==> src/rtl/ps2_pkg.sv <==
// Shared types and constants for the PS/2 key event decoder.
// Latency: n/a (declarations only).
// Backpressure: n/a.
//
// Event word layout: [15:12] mods {caps, alt, ctrl, shift}, [11] pause,
// [10] ext, [9] release, [8] reserved (0), [7:0] code.
package ps2_pkg;

    localparam int EVT_W         = 16;
    localparam int EVT_MODS_LSB  = 12;
    localparam int EVT_PAUSE_BIT = 11;
    localparam int EVT_EXT_BIT   = 10;
    localparam int EVT_REL_BIT   = 9;
    localparam int EVT_CODE_LSB  = 0;

    typedef enum logic [1:0] {
        ST_IDLE  = 2'd0,
        ST_PFX   = 2'd1,
        ST_PAUSE = 2'd2
    } parse_state_t;

    localparam logic [7:0] SC_E0     = 8'hE0;
    localparam logic [7:0] SC_F0     = 8'hF0;
    localparam logic [7:0] SC_E1     = 8'hE1;
    localparam logic [7:0] SC_AA     = 8'hAA;
    localparam logic [7:0] SC_FA     = 8'hFA;
    localparam logic [7:0] SC_EE     = 8'hEE;
    localparam logic [7:0] SC_FE     = 8'hFE;
    localparam logic [7:0] SC_LSHIFT = 8'h12;
    localparam logic [7:0] SC_RSHIFT = 8'h59;
    localparam logic [7:0] SC_CTRL   = 8'h14;
    localparam logic [7:0] SC_ALT    = 8'h11;
    localparam logic [7:0] SC_CAPS   = 8'h58;

    typedef struct packed {
        logic [3:0] mods;
        logic       pause;
        logic       ext;
        logic       rel;
        logic       rsvd;
        logic [7:0] code;
    } key_evt_t;

    // Keyboard status/response bytes that never form part of a key code.
    function automatic logic is_status_byte(input logic [7:0] b);
        return (b == SC_AA) || (b == SC_FA) || (b == SC_EE) ||
               (b == SC_FE) || (b == 8'h00) || (b == 8'hFF);
    endfunction

endpackage

==> src/rtl/sync_fifo.sv <==
// Generic synchronous FIFO, register-array storage, head shown combinationally from the array.
// Latency: a push is visible at pop_dat the cycle after it is written into an empty FIFO.
// Backpressure: push is accepted when not full, or when full with a pop in the same cycle; else ignored.
//
// Ports: clk, rst (sync, active-high), push/push_dat, pop/pop_dat,
// full, empty, count (0..DEPTH). pop_dat reads 0 while empty.
module sync_fifo #(
    parameter int WIDTH = 16,
    parameter int DEPTH = 8
) (
    input  logic                     clk,
    input  logic                     rst,
    input  logic                     push,
    input  logic [WIDTH-1:0]         push_dat,
    input  logic                     pop,
    output logic [WIDTH-1:0]         pop_dat,
    output logic                     full,
    output logic                     empty,
    output logic [$clog2(DEPTH):0]   count
);

    localparam int AW = $clog2(DEPTH);
    localparam logic [AW:0] FULL_CNT = (AW+1)'(DEPTH);

    logic [WIDTH-1:0] mem [DEPTH];
    logic [AW-1:0]    wr_ptr;
    logic [AW-1:0]    rd_ptr;
    logic             wr_en;
    logic             rd_en;

    assign full  = (count == FULL_CNT);
    assign empty = (count == '0);
    assign rd_en = pop && !empty;
    // When full, wr_ptr == rd_ptr: the pop frees exactly the slot being written.
    assign wr_en = push && (!full || rd_en);

    assign pop_dat = empty ? '0 : mem[rd_ptr];

    always_ff @(posedge clk) begin
        if (wr_en) begin
            mem[wr_ptr] <= push_dat;
        end
    end

    always_ff @(posedge clk) begin
        if (rst) begin
            wr_ptr <= '0;
            rd_ptr <= '0;
            count  <= '0;
        end else begin
            if (wr_en) begin
                wr_ptr <= wr_ptr + 1'b1;
            end
            if (rd_en) begin
                rd_ptr <= rd_ptr + 1'b1;
            end
            case ({wr_en, rd_en})
                2'b10:   count <= count + 1'b1;
                2'b01:   count <= count - 1'b1;
                default: ;
            endcase
        end
    end

endmodule

==> src/rtl/ps2_key_event_decoder.sv <==
// Parses PS/2 scancode bytes (make/break/E0/E1 pause) into 16-bit key events with modifier snapshot.
// Latency: byte consumed at edge N -> mods_o and FIFO head updated at edge N+1.
// Backpressure: events queue in a FIFO (valid/ready out); a push into a full FIFO is dropped and counted.
//
// Ports: clk, rst (sync, active-high); kb_data_i/kb_ready_i/kb_overflow_i and
// kb_nextdata_n_o (active-low ack) toward ps2_keyboard; evt_valid_o/evt_ready_i/
// evt_data_o/evt_count_o toward the consumer; mods_o live modifiers; drop_cnt_o.
module ps2_key_event_decoder
    import ps2_pkg::*;
#(
    parameter int FIFO_DEPTH      = 8,
    parameter bit SUPPRESS_REPEAT = 1'b1
) (
    input  logic                         clk,
    input  logic                         rst,
    input  logic [7:0]                   kb_data_i,
    input  logic                         kb_ready_i,
    input  logic                         kb_overflow_i,
    output logic                         kb_nextdata_n_o,
    output logic                         evt_valid_o,
    input  logic                         evt_ready_i,
    output logic [EVT_W-1:0]             evt_data_o,
    output logic [$clog2(FIFO_DEPTH):0]  evt_count_o,
    output logic [3:0]                   mods_o,
    output logic [7:0]                   drop_cnt_o
);

    // ---------------- byte handshake and overflow edge ----------------
    logic consume;
    logic ovf_q;
    logic ovf_edge;

    // The ack register itself blocks back-to-back consumes: one byte per two cycles.
    assign consume  = kb_ready_i && kb_nextdata_n_o;
    assign ovf_edge = kb_overflow_i && !ovf_q;

    always_ff @(posedge clk) begin
        if (rst) begin
            kb_nextdata_n_o <= 1'b1;
            ovf_q           <= 1'b0;
        end else begin
            kb_nextdata_n_o <= !consume;
            ovf_q           <= kb_overflow_i;
        end
    end

    // ---------------- parser FSM ----------------
    parse_state_t state;
    logic         ext_q;
    logic         rel_q;
    logic [2:0]   pcnt_q;
    // Registered parser output: a completed key sequence waiting for the modifier stage.
    logic         pend_vld;
    logic         pend_pause;
    logic         pend_ext;
    logic         pend_rel;
    logic [7:0]   pend_code;

    always_ff @(posedge clk) begin
        if (rst) begin
            state      <= ST_IDLE;
            ext_q      <= 1'b0;
            rel_q      <= 1'b0;
            pcnt_q     <= 3'd0;
            pend_vld   <= 1'b0;
            pend_pause <= 1'b0;
            pend_ext   <= 1'b0;
            pend_rel   <= 1'b0;
            pend_code  <= 8'h00;
        end else begin
            pend_vld <= 1'b0;
            if (ovf_edge) begin
                // Stream lost sync: drop any partial sequence and this cycle's byte.
                state <= ST_IDLE;
                ext_q <= 1'b0;
                rel_q <= 1'b0;
            end else if (consume) begin
                case (state)
                    ST_PAUSE: begin
                        pcnt_q <= pcnt_q - 3'd1;
                        if (pcnt_q == 3'd1) begin
                            pend_vld   <= 1'b1;
                            pend_pause <= 1'b1;
                            pend_ext   <= 1'b0;
                            pend_rel   <= 1'b0;
                            pend_code  <= 8'h00;
                            state      <= ST_IDLE;
                        end
                    end
                    ST_IDLE, ST_PFX: begin
                        if (kb_data_i == SC_E0) begin
                            ext_q <= 1'b1;
                            state <= ST_PFX;
                        end else if (kb_data_i == SC_F0) begin
                            rel_q <= 1'b1;
                            state <= ST_PFX;
                        end else if (kb_data_i == SC_E1 && state == ST_IDLE) begin
                            // Pause sends E1 followed by seven more bytes.
                            pcnt_q <= 3'd7;
                            state  <= ST_PAUSE;
                        end else begin
                            ext_q <= 1'b0;
                            rel_q <= 1'b0;
                            state <= ST_IDLE;
                            // E1 after a prefix, or a status byte, ends the sequence silently.
                            if (kb_data_i != SC_E1 && !is_status_byte(kb_data_i)) begin
                                pend_vld   <= 1'b1;
                                pend_pause <= 1'b0;
                                pend_ext   <= ext_q;
                                pend_rel   <= rel_q;
                                pend_code  <= kb_data_i;
                            end
                        end
                    end
                    default: begin
                        state <= ST_IDLE;
                        ext_q <= 1'b0;
                        rel_q <= 1'b0;
                    end
                endcase
            end
        end
    end

    // ---------------- modifier tracker ----------------
    logic       lshift_q, rshift_q, lctrl_q, rctrl_q, lalt_q, ralt_q;
    logic       caps_q, caps_held_q;
    logic       nxt_lshift, nxt_rshift, nxt_lctrl, nxt_rctrl, nxt_lalt, nxt_ralt;
    logic       nxt_caps, nxt_caps_held;
    logic [3:0] nxt_mods;
    logic       key_evt;
    logic [8:0] key_id;

    assign key_evt = pend_vld && !pend_pause;
    assign key_id  = {pend_ext, pend_code};

    always_comb begin
        nxt_lshift    = lshift_q;
        nxt_rshift    = rshift_q;
        nxt_lctrl     = lctrl_q;
        nxt_rctrl     = rctrl_q;
        nxt_lalt      = lalt_q;
        nxt_ralt      = ralt_q;
        nxt_caps      = caps_q;
        nxt_caps_held = caps_held_q;
        if (key_evt) begin
            case (key_id)
                {1'b0, SC_LSHIFT}: nxt_lshift = !pend_rel;
                {1'b0, SC_RSHIFT}: nxt_rshift = !pend_rel;
                {1'b0, SC_CTRL}:   nxt_lctrl  = !pend_rel;
                {1'b1, SC_CTRL}:   nxt_rctrl  = !pend_rel;
                {1'b0, SC_ALT}:    nxt_lalt   = !pend_rel;
                {1'b1, SC_ALT}:    nxt_ralt   = !pend_rel;
                {1'b0, SC_CAPS}: begin
                    // Typematic repeats of a held Caps Lock must not toggle it again.
                    if (!pend_rel && !caps_held_q) begin
                        nxt_caps = !caps_q;
                    end
                    nxt_caps_held = !pend_rel;
                end
                default: ;
            endcase
        end
    end

    assign nxt_mods = {nxt_caps, nxt_lalt | nxt_ralt, nxt_lctrl | nxt_rctrl, nxt_lshift | nxt_rshift};

    always_ff @(posedge clk) begin
        if (rst) begin
            lshift_q    <= 1'b0;
            rshift_q    <= 1'b0;
            lctrl_q     <= 1'b0;
            rctrl_q     <= 1'b0;
            lalt_q      <= 1'b0;
            ralt_q      <= 1'b0;
            caps_q      <= 1'b0;
            caps_held_q <= 1'b0;
            mods_o      <= 4'h0;
        end else begin
            lshift_q    <= nxt_lshift;
            rshift_q    <= nxt_rshift;
            lctrl_q     <= nxt_lctrl;
            rctrl_q     <= nxt_rctrl;
            lalt_q      <= nxt_lalt;
            ralt_q      <= nxt_ralt;
            caps_q      <= nxt_caps;
            caps_held_q <= nxt_caps_held;
            mods_o      <= nxt_mods;
        end
    end

    // ---------------- repeat filter ----------------
    logic [8:0] last_make_q;
    logic       is_make;
    logic       is_rpt;

    // {ext=0, code=00} never forms a make, so zero doubles as "no key held".
    assign is_make = key_evt && !pend_rel;
    assign is_rpt  = SUPPRESS_REPEAT && is_make && (key_id == last_make_q);

    always_ff @(posedge clk) begin
        if (rst) begin
            last_make_q <= 9'h000;
        end else if (SUPPRESS_REPEAT) begin
            if (is_make && !is_rpt) begin
                last_make_q <= key_id;
            end else if (key_evt && pend_rel && key_id == last_make_q) begin
                last_make_q <= 9'h000;
            end
        end
    end

    // ---------------- event FIFO and drop accounting ----------------
    logic             push;
    logic             pop;
    logic             fifo_full;
    logic             fifo_empty;
    logic             push_drop;
    logic             drop_inc;
    logic [EVT_W-1:0] push_dat;

    assign push = pend_vld && !is_rpt;
    assign pop  = evt_valid_o && evt_ready_i;

    always_comb begin
        push_dat                         = '0;
        push_dat[EVT_MODS_LSB +: 4]      = nxt_mods;
        push_dat[EVT_PAUSE_BIT]          = pend_pause;
        push_dat[EVT_EXT_BIT]            = pend_ext;
        push_dat[EVT_REL_BIT]            = pend_rel;
        push_dat[EVT_CODE_LSB +: 8]      = pend_code;
    end

    sync_fifo #(
        .WIDTH (EVT_W),
        .DEPTH (FIFO_DEPTH)
    ) u_evt_fifo (
        .clk      (clk),
        .rst      (rst),
        .push     (push),
        .push_dat (push_dat),
        .pop      (pop),
        .pop_dat  (evt_data_o),
        .full     (fifo_full),
        .empty    (fifo_empty),
        .count    (evt_count_o)
    );

    assign evt_valid_o = !fifo_empty;
    assign push_drop   = push && fifo_full && !pop;
    // Overflow and a full-FIFO drop in the same cycle count as one loss.
    assign drop_inc    = ovf_edge || push_drop;

    always_ff @(posedge clk) begin
        if (rst) begin
            drop_cnt_o <= 8'h00;
        end else if (drop_inc && drop_cnt_o != 8'hFF) begin
            drop_cnt_o <= drop_cnt_o + 8'h01;
        end
    end

endmodule

==> config.mk <==
export PLATFORM = sky130hd
export DESIGN_NAME = ps2_key_event_decoder
export DESIGN_NICKNAME = d
export VERILOG_FILES = /design/src/rtl/ps2_pkg.sv /design/src/rtl/sync_fifo.sv /design/src/rtl/ps2_key_event_decoder.sv
export SDC_FILE = /design/constraint.sdc
export NUM_CORES = 1
export LEC_CHECK = 0
export CAP_MARGIN = 20
export CORE_ASPECT_RATIO = 0.5
export CORE_MARGIN = 10
export CORE_UTILIZATION = 30
export CTS_BUF_LIST = sky130_fd_sc_hd__clkbuf_16
export CTS_CLUSTER_SIZE = 14
export DETAILED_ROUTE_END_ITERATION = 7
export PLACE_DENSITY = 0.45
export REMOVE_ABC_BUFFERS = 1
export SLEW_MARGIN = 20
export SYNTH_ARGS = -nofsm -noshare
export SYNTH_HDL_FRONTEND = slang
export SYNTH_SLANG_ARGS = --single-unit
==> constraint.sdc <==
create_clock -name clk -period 3.4 [get_ports clk]
set_input_delay 0.34 -clock clk [delete_from_list [all_inputs] [get_ports clk]]
set_output_delay 0.34 -clock clk [all_outputs]
set_load 0.01 [all_outputs]
# --- After elaboration in Yosys (flattened, before gate mapping) ---
# Memories as Yosys holds them, arrays and structs flattened. A register that Yosys moved wholly into a read port is not among the register bits.
# Cells that the tools add are included.
classes:
  n_reduce_logical: 51
  n_mux: 68
  n_eq_ne: 33
  bitwise: 6
  n_addsub: 6
op_table:
  columns: ["cell", "count"]
  rows:
  - ["$eq A8 B8 Y1 const B", 8]
  - ["$mux W1", 41]
  - ["$mux W8", 5]
  - ["$eq A9 B5 Y1 const B", 3]
  - ["$eq A9 B7 Y1 const B", 2]
  - ["$eq A9 B9 Y1 const B", 2]
  - ["$logic_and A1 B1 Y1", 18]
  - ["$mux W9", 2]
  - ["$mux W16", 1]
  - ["$ne A8 B8 Y1 const B", 2]
  - ["$pmux W8 S2", 1]
  - ["$mux W3", 5]
  - ["$ne A2 B2 Y1 const B", 6]
  - ["$pmux W1 S2", 6]
  - ["$logic_not A1 Y1", 11]
  - ["$eq A9 B9 Y1", 1]
  - ["$ne A3 B3 Y1 const B", 3]
  - ["$add A8 B1 Y8 const B", 1]
  - ["$logic_not A8 Y1", 1]
  - ["$mux W2", 4]
  - ["$pmux W4 S2", 1]
  - ["$reduce_and A4 Y1", 2]
  - ["$reduce_and A8 Y1", 1]
  - ["$logic_or A1 B1 Y1", 7]
  - ["19 further kinds", 30]
totals:
  regBits: 60
  n_memories: 1
  ram_bits: 120
  inputBits: 13
  elab_cells: 190
  out_inout_bits: 34
memory_table:
  columns: ["name", "words", "width", "rd", "rd_ports_with_merged_regs", "wr", "line_no", "source"]
  rows:
  - ["u_evt_fifo.mem", 8, 15, 1, 1, 1, "sync_fifo.sv:25", "logic [WIDTH-1:0] mem [DEPTH];"]

# --- Depth between registers and ports, before layout ---
depth:
  word_depth: 13
  depth_mapped: 11
  mapped_depth_nobuf: 10

# --- By module ---
# Synthesis repeated with hierarchy kept, for this count alone.
hier_totals:
  cells_unflattened: 575
  hier_area_um2: 8142.8
by_module_without_submodules:
  columns: ["mod", "seq_area_each_um2", "area_per_inst_um2", "n_inst", "cells_per_inst"]
  rows:
  - ["sync_fifo", 4103.9, 5520.3, 1, 276]
  - ["ps2_key_event_decoder", 980.9, 2622.5, 1, 299]

# --- Worst setup path before layout ---
# OpenSTA, ideal clock, no wires.
synth_timing:
  path_type: "register to register"
  from: "register pend_code[0]"
  to: "memory u_evt_fifo.mem[0][0] in the netlist's numbering, enable pin"
  slack_ns: 0.577
  required_time_ns: 2.994
  arrival_ns: 2.417
  setup_time_ns: 0.406
  path_buffers: 1
  path_stages_with_launch: 7
  synth_period_minus_slack_ns: 2.823
  cell_sequence: "dfxtp_1 -> buf_2 -> xnor2_2 -> nand4_1 -> o41ai_1 -> or3_1 -> nor3_1"
synth_between:
  elab_chain_len: 7
synth_rtl:
  columns: ["item", "line_no", "source"]
  rows:
  - ["start, declared", "ps2_key_event_decoder.sv:57", "logic [7:0] pend_code;"]
  - ["start signal, assigned", "ps2_key_event_decoder.sv:111", "pend_code <= kb_data_i;"]
  - ["$eq A9 B9 Y1", "ps2_key_event_decoder.sv:199", "assign is_rpt = SUPPRESS_REPEAT && is_make && (key_id == last_make_q);"]
  - ["$logic_and A1 B1 Y1", "ps2_key_event_decoder.sv:199", null]
  - ["$logic_not A1 Y1", "ps2_key_event_decoder.sv:222", "assign push = pend_vld && !is_rpt;"]
  - ["$logic_and A1 B1 Y1", "ps2_key_event_decoder.sv:222", null]
  - ["$logic_and A1 B1 Y1", "sync_fifo.sv:35", "assign wr_en = push && (!full || rd_en);"]
  - ["$mux W1", "sync_fifo.sv:40", "if (wr_en) begin"]
  - ["$mux W1 (not written as such)", "sync_fifo.sv:41", "mem[wr_ptr] <= push_dat;"]
  - ["end, declared", "sync_fifo.sv:25", null]
# No other way between the ends.

==> impl_results.md <==
- Startpoint Class: flop
- Status: complete, no violations
- TritonCTS Buffers: 17
- Post-cts resize count: 0
- Internal Power: 0.00416 W
- Synth Flop Type: edfxtp_1
- Distinct cells, synth: 67
- Ant. Diodes: 0
- CTS H-tree lvls: 4
- Register bit total from synthesis: 182
- Initial Utilization: 31.0%
- Layout area overhead: 20.5%
- Crit path max fanout: 15
- DR top layer: met4
- DRC violations left: 0
- PwrDens: 627 mW/mm^2
- Worst-Margin Slew: 0.828 ns
- CP Data Required Time: 3.06 ns
- RR Startpoint: pend_code[3]$_SDFFE_PP0P_
- DR WL/cell: 18.5 um
- Net Sw Frac: 27.3%
- Layout cells sized above 1: 17.5%
- Met3 WL: 583 um
- Clock network power share: 33.0%
- Max Cap Viol: 0
- Kind of critical path: reg2out
- Drt via density: 4.76
- Detail Placement HPWL: 11100 um
- Core Util, Final: 37.4%
- Initial antenna violation count: 0
- Met2 WL post-DR: 8310 um
- Row count: 40
- Sequential share of the synthesized area: 64.1%
- Synthesized cell area: 0.00756 sq mm
- CTS tree: yes
- M1 WL: 8410 um
- Largest net degree at the start of global routing: 31
- Setup bufs post-CTS: 0
- Final period util: 90.7%
- Comb power frac: 22.8%
- Core Footprint: 0.0244 sq mm
- Slew HR: 44.1%
- Net Sw Power: 0.00156 W
- Drt pass-1 iters: 4
- Syn. warnings: 0
- Clock Pin Slew Worst Setup and Hold Paths: 0.07 ns
- Top Ports: 47
- Worst Reg-to-Reg Cells: 10
- Sequential share of power: 44.2%
- CP Data Arrival Time: 2.74 ns
- Worst Hold Launch: ext_q$_SDFFE_PP0P_
- Routed Antenna Nets: 0
- Worst Hold Path Cells: 2
- Total grt overflow: 0
- RSZ-0062 raised after global routing: no
- Maximum vdd drop: 0.275 mV
- Vias in the first global route: 4498
- Clock buffer depth: 2
- Port Buffers: 45
- CP endpoint kind: primary output
- CTS Hold Bufs: 0
- Fillers: 2303
- Share of the synthesized area in the top cell type: 47.7%
- Clock Latency Late Sink: 0.43 ns
- Die area: 0.0323 sq mm
- Syn Inst Count: 530
- Clock sinks: 182
- First-pass GRT wire length: 27100 um
- Worst Skew: 0.0120 ns
- Crit path max-delay cell type: dfxtp_2
- Nets: 619
- Gr usage total: 10.9%
- Vias: 4506
- Die height: 132 um
- Placed Cells: 915
- RD Place Congestion: 0.737
- Max-slew violations: 0
- Die X: 245 um
- Asr flop ratio synth: 0%
- Iter 0 DRT Violations: 328
- Final worst path period need: 3.08 ns
- Largest area contributor in the netlist: edfxtp_1
- Post-Layout Cell Count: 947
- Worst Hold Class: reg2reg
- Post-route setup TNS: 0 ns
- Endpoints failing hold: 0
- Top cells by area, synth: edfxtp_1, dfxtp_1, mux4_2
- Crit path cell chain: buf_4 -> mux4_2 -> mux2i_1 -> nor2_1 -> clkdlybuf4s50_1
- Hold_ws: 0.457 ns
- Number of enable flip-flop cells after synthesis: 120
- Fmax achieved: 0.324 GHz
- Total Wirelength: 17500 um
- Final setup vio count: 0
- Leak: 3.04 nW
- Root buf cell: clkbuf_16
- Avg Inst Size Synth: 14.3 sq um
- CP max stage delay: 0.69 ns
cells in the final DEF (no fill, tap or decap), drive strengths merged, types with 3 or more instances in the layout:
cell type,n
nand2,16
nor3,17
edfxtp,120
a211oi,4
mux2i,21
clkinv,5
dfxtp,62
and2,3
ha,7
nor4,4
or4,5
or3,9
nor2b,10
clkdlybuf4s50,45
xor2,5
mux4,30
inv,21
o21ai,12
nand2b,6
buf,27
a21oi,24
xnor2,11
nand4,10
o31ai,3
clkbuf,18
nand3,11
and3,4
nor2,53
a22o,18
final timing paths:
path / to / slack, ns
max: evt_data_o[2] / 0.32
min: ext_q$_SDFFE_PP0P_ / 0.46
max reg2reg: u_evt_fifo.count[3]$_SDFFE_PP0P_ / 0.50
min reg2reg: ext_q$_SDFFE_PP0P_ / 0.46
critical path: cells and delay by family, from the launching register on:
kind,cells,cell delay [ns]
multiplexers,2,0.75
AND/OR/NAND/NOR,1,0.07
flip-flops,1,0.69
buffers and inverters,2,0.80
power groups by stage:
stage / registers [W] / logic (W) / clock network (W)
4_1_cts: 0.00253 / 0.00135 / 0.00193
6_report: 0.00253 / 0.00130 / 0.00189
2_1_floorplan: 0.00261 / 0.000702 / 0
3_5_place_dp: 0.00258 / 0.00134 / 0
5_1_grt: 0.00255 / 0.00143 / 0.00203
3_3_place_gp: 0.00258 / 0.00134 / 0
registers in the layout, indices dropped and copies added (netlist names), 2 cells and up, named ones only:
signal             cells
pend_code              8
mods_o                 4
state                  2
last_make_q            9
u_evt_fifo.mem       120
pcnt_q                 3
drop_cnt_o             8
u_evt_fifo.rd_ptr      3
u_evt_fifo.count       4
u_evt_fifo.wr_ptr      3
synthesized netlist by cell type (2+ instances only):
cell and instances:
a21o_1 2, or4_1 3, or3_2 2, o21ai_0 11, a21oi_2 3, mux2i_1 21, and3_1 4, and2_1 3
nor2b_1 10, nor2_1 53, nand2b_1 5, a22o_1 17, clkbuf_1 10, ha_1 7, nor4_1 2, buf_2 8
inv_1 13, nor3_1 17, buf_1 2, dfxtp_1 62, xor2_1 5, xnor2_1 10, edfxtp_1 120, a211oi_1 4
or3_1 7, mux2_1 2, mux4_2 30, nand3_1 11, a21oi_1 21, nand2_1 16, o31ai_1 3, buf_4 2
nand4_1 10
through the flow:
stage	power, W	area [sq um]	setup slack (ns)
after CTS	0.00581	9100	0.207
after global placement	0.00392	8540	0.589
after detailed placement	0.00393	8540	0.518
final	0.00571	9110	0.316
after global routing	0.00601	9110	0.127
after floorplan	0.00331	7460	0.578
layout make-up:
cell class / instances / area (sq um) / share of cell area [%]
clock inverters: 14 / 111 / 1.22
flip-flops and latches: 182 / 4850 / 53.2
multi-input cells: 311 / 2570 / 28.3
repair buffers: 72 / 653 / 7.17
well taps: 336 / 420 / 4.62
inverters: 14 / 52.6 / 0.577
clock buffers: 18 / 450 / 4.95
routing by layer:
| metal | GRT usage, % | vias to the layer above |
|---|---|---|
| met4 | 3.43 | 0 |
| met5 | 0 | - |
| li1 | - | 2171 |
| met2 | 17.5 | 51 |
| met3 | 2.43 | 15 |
| met1 | 14.4 | 2269 |
kinds of logic (layout without fill, tap and decap cells):
logic type,after synthesis,after routing,synth area share (%)
muxes,53,53,12.0
AOI/OAI and AO/OA,75,75,7.02
other,1,1,0.0496
and+or+nand+nor,158,158,11.4
buffers and inverters,37,118,2.08
xor gates and xnor gates,16,16,1.95
DFF,182,182,64.1
adders and majority gates,8,8,1.42
No activity file was read; power rests on OpenSTA's default activity.
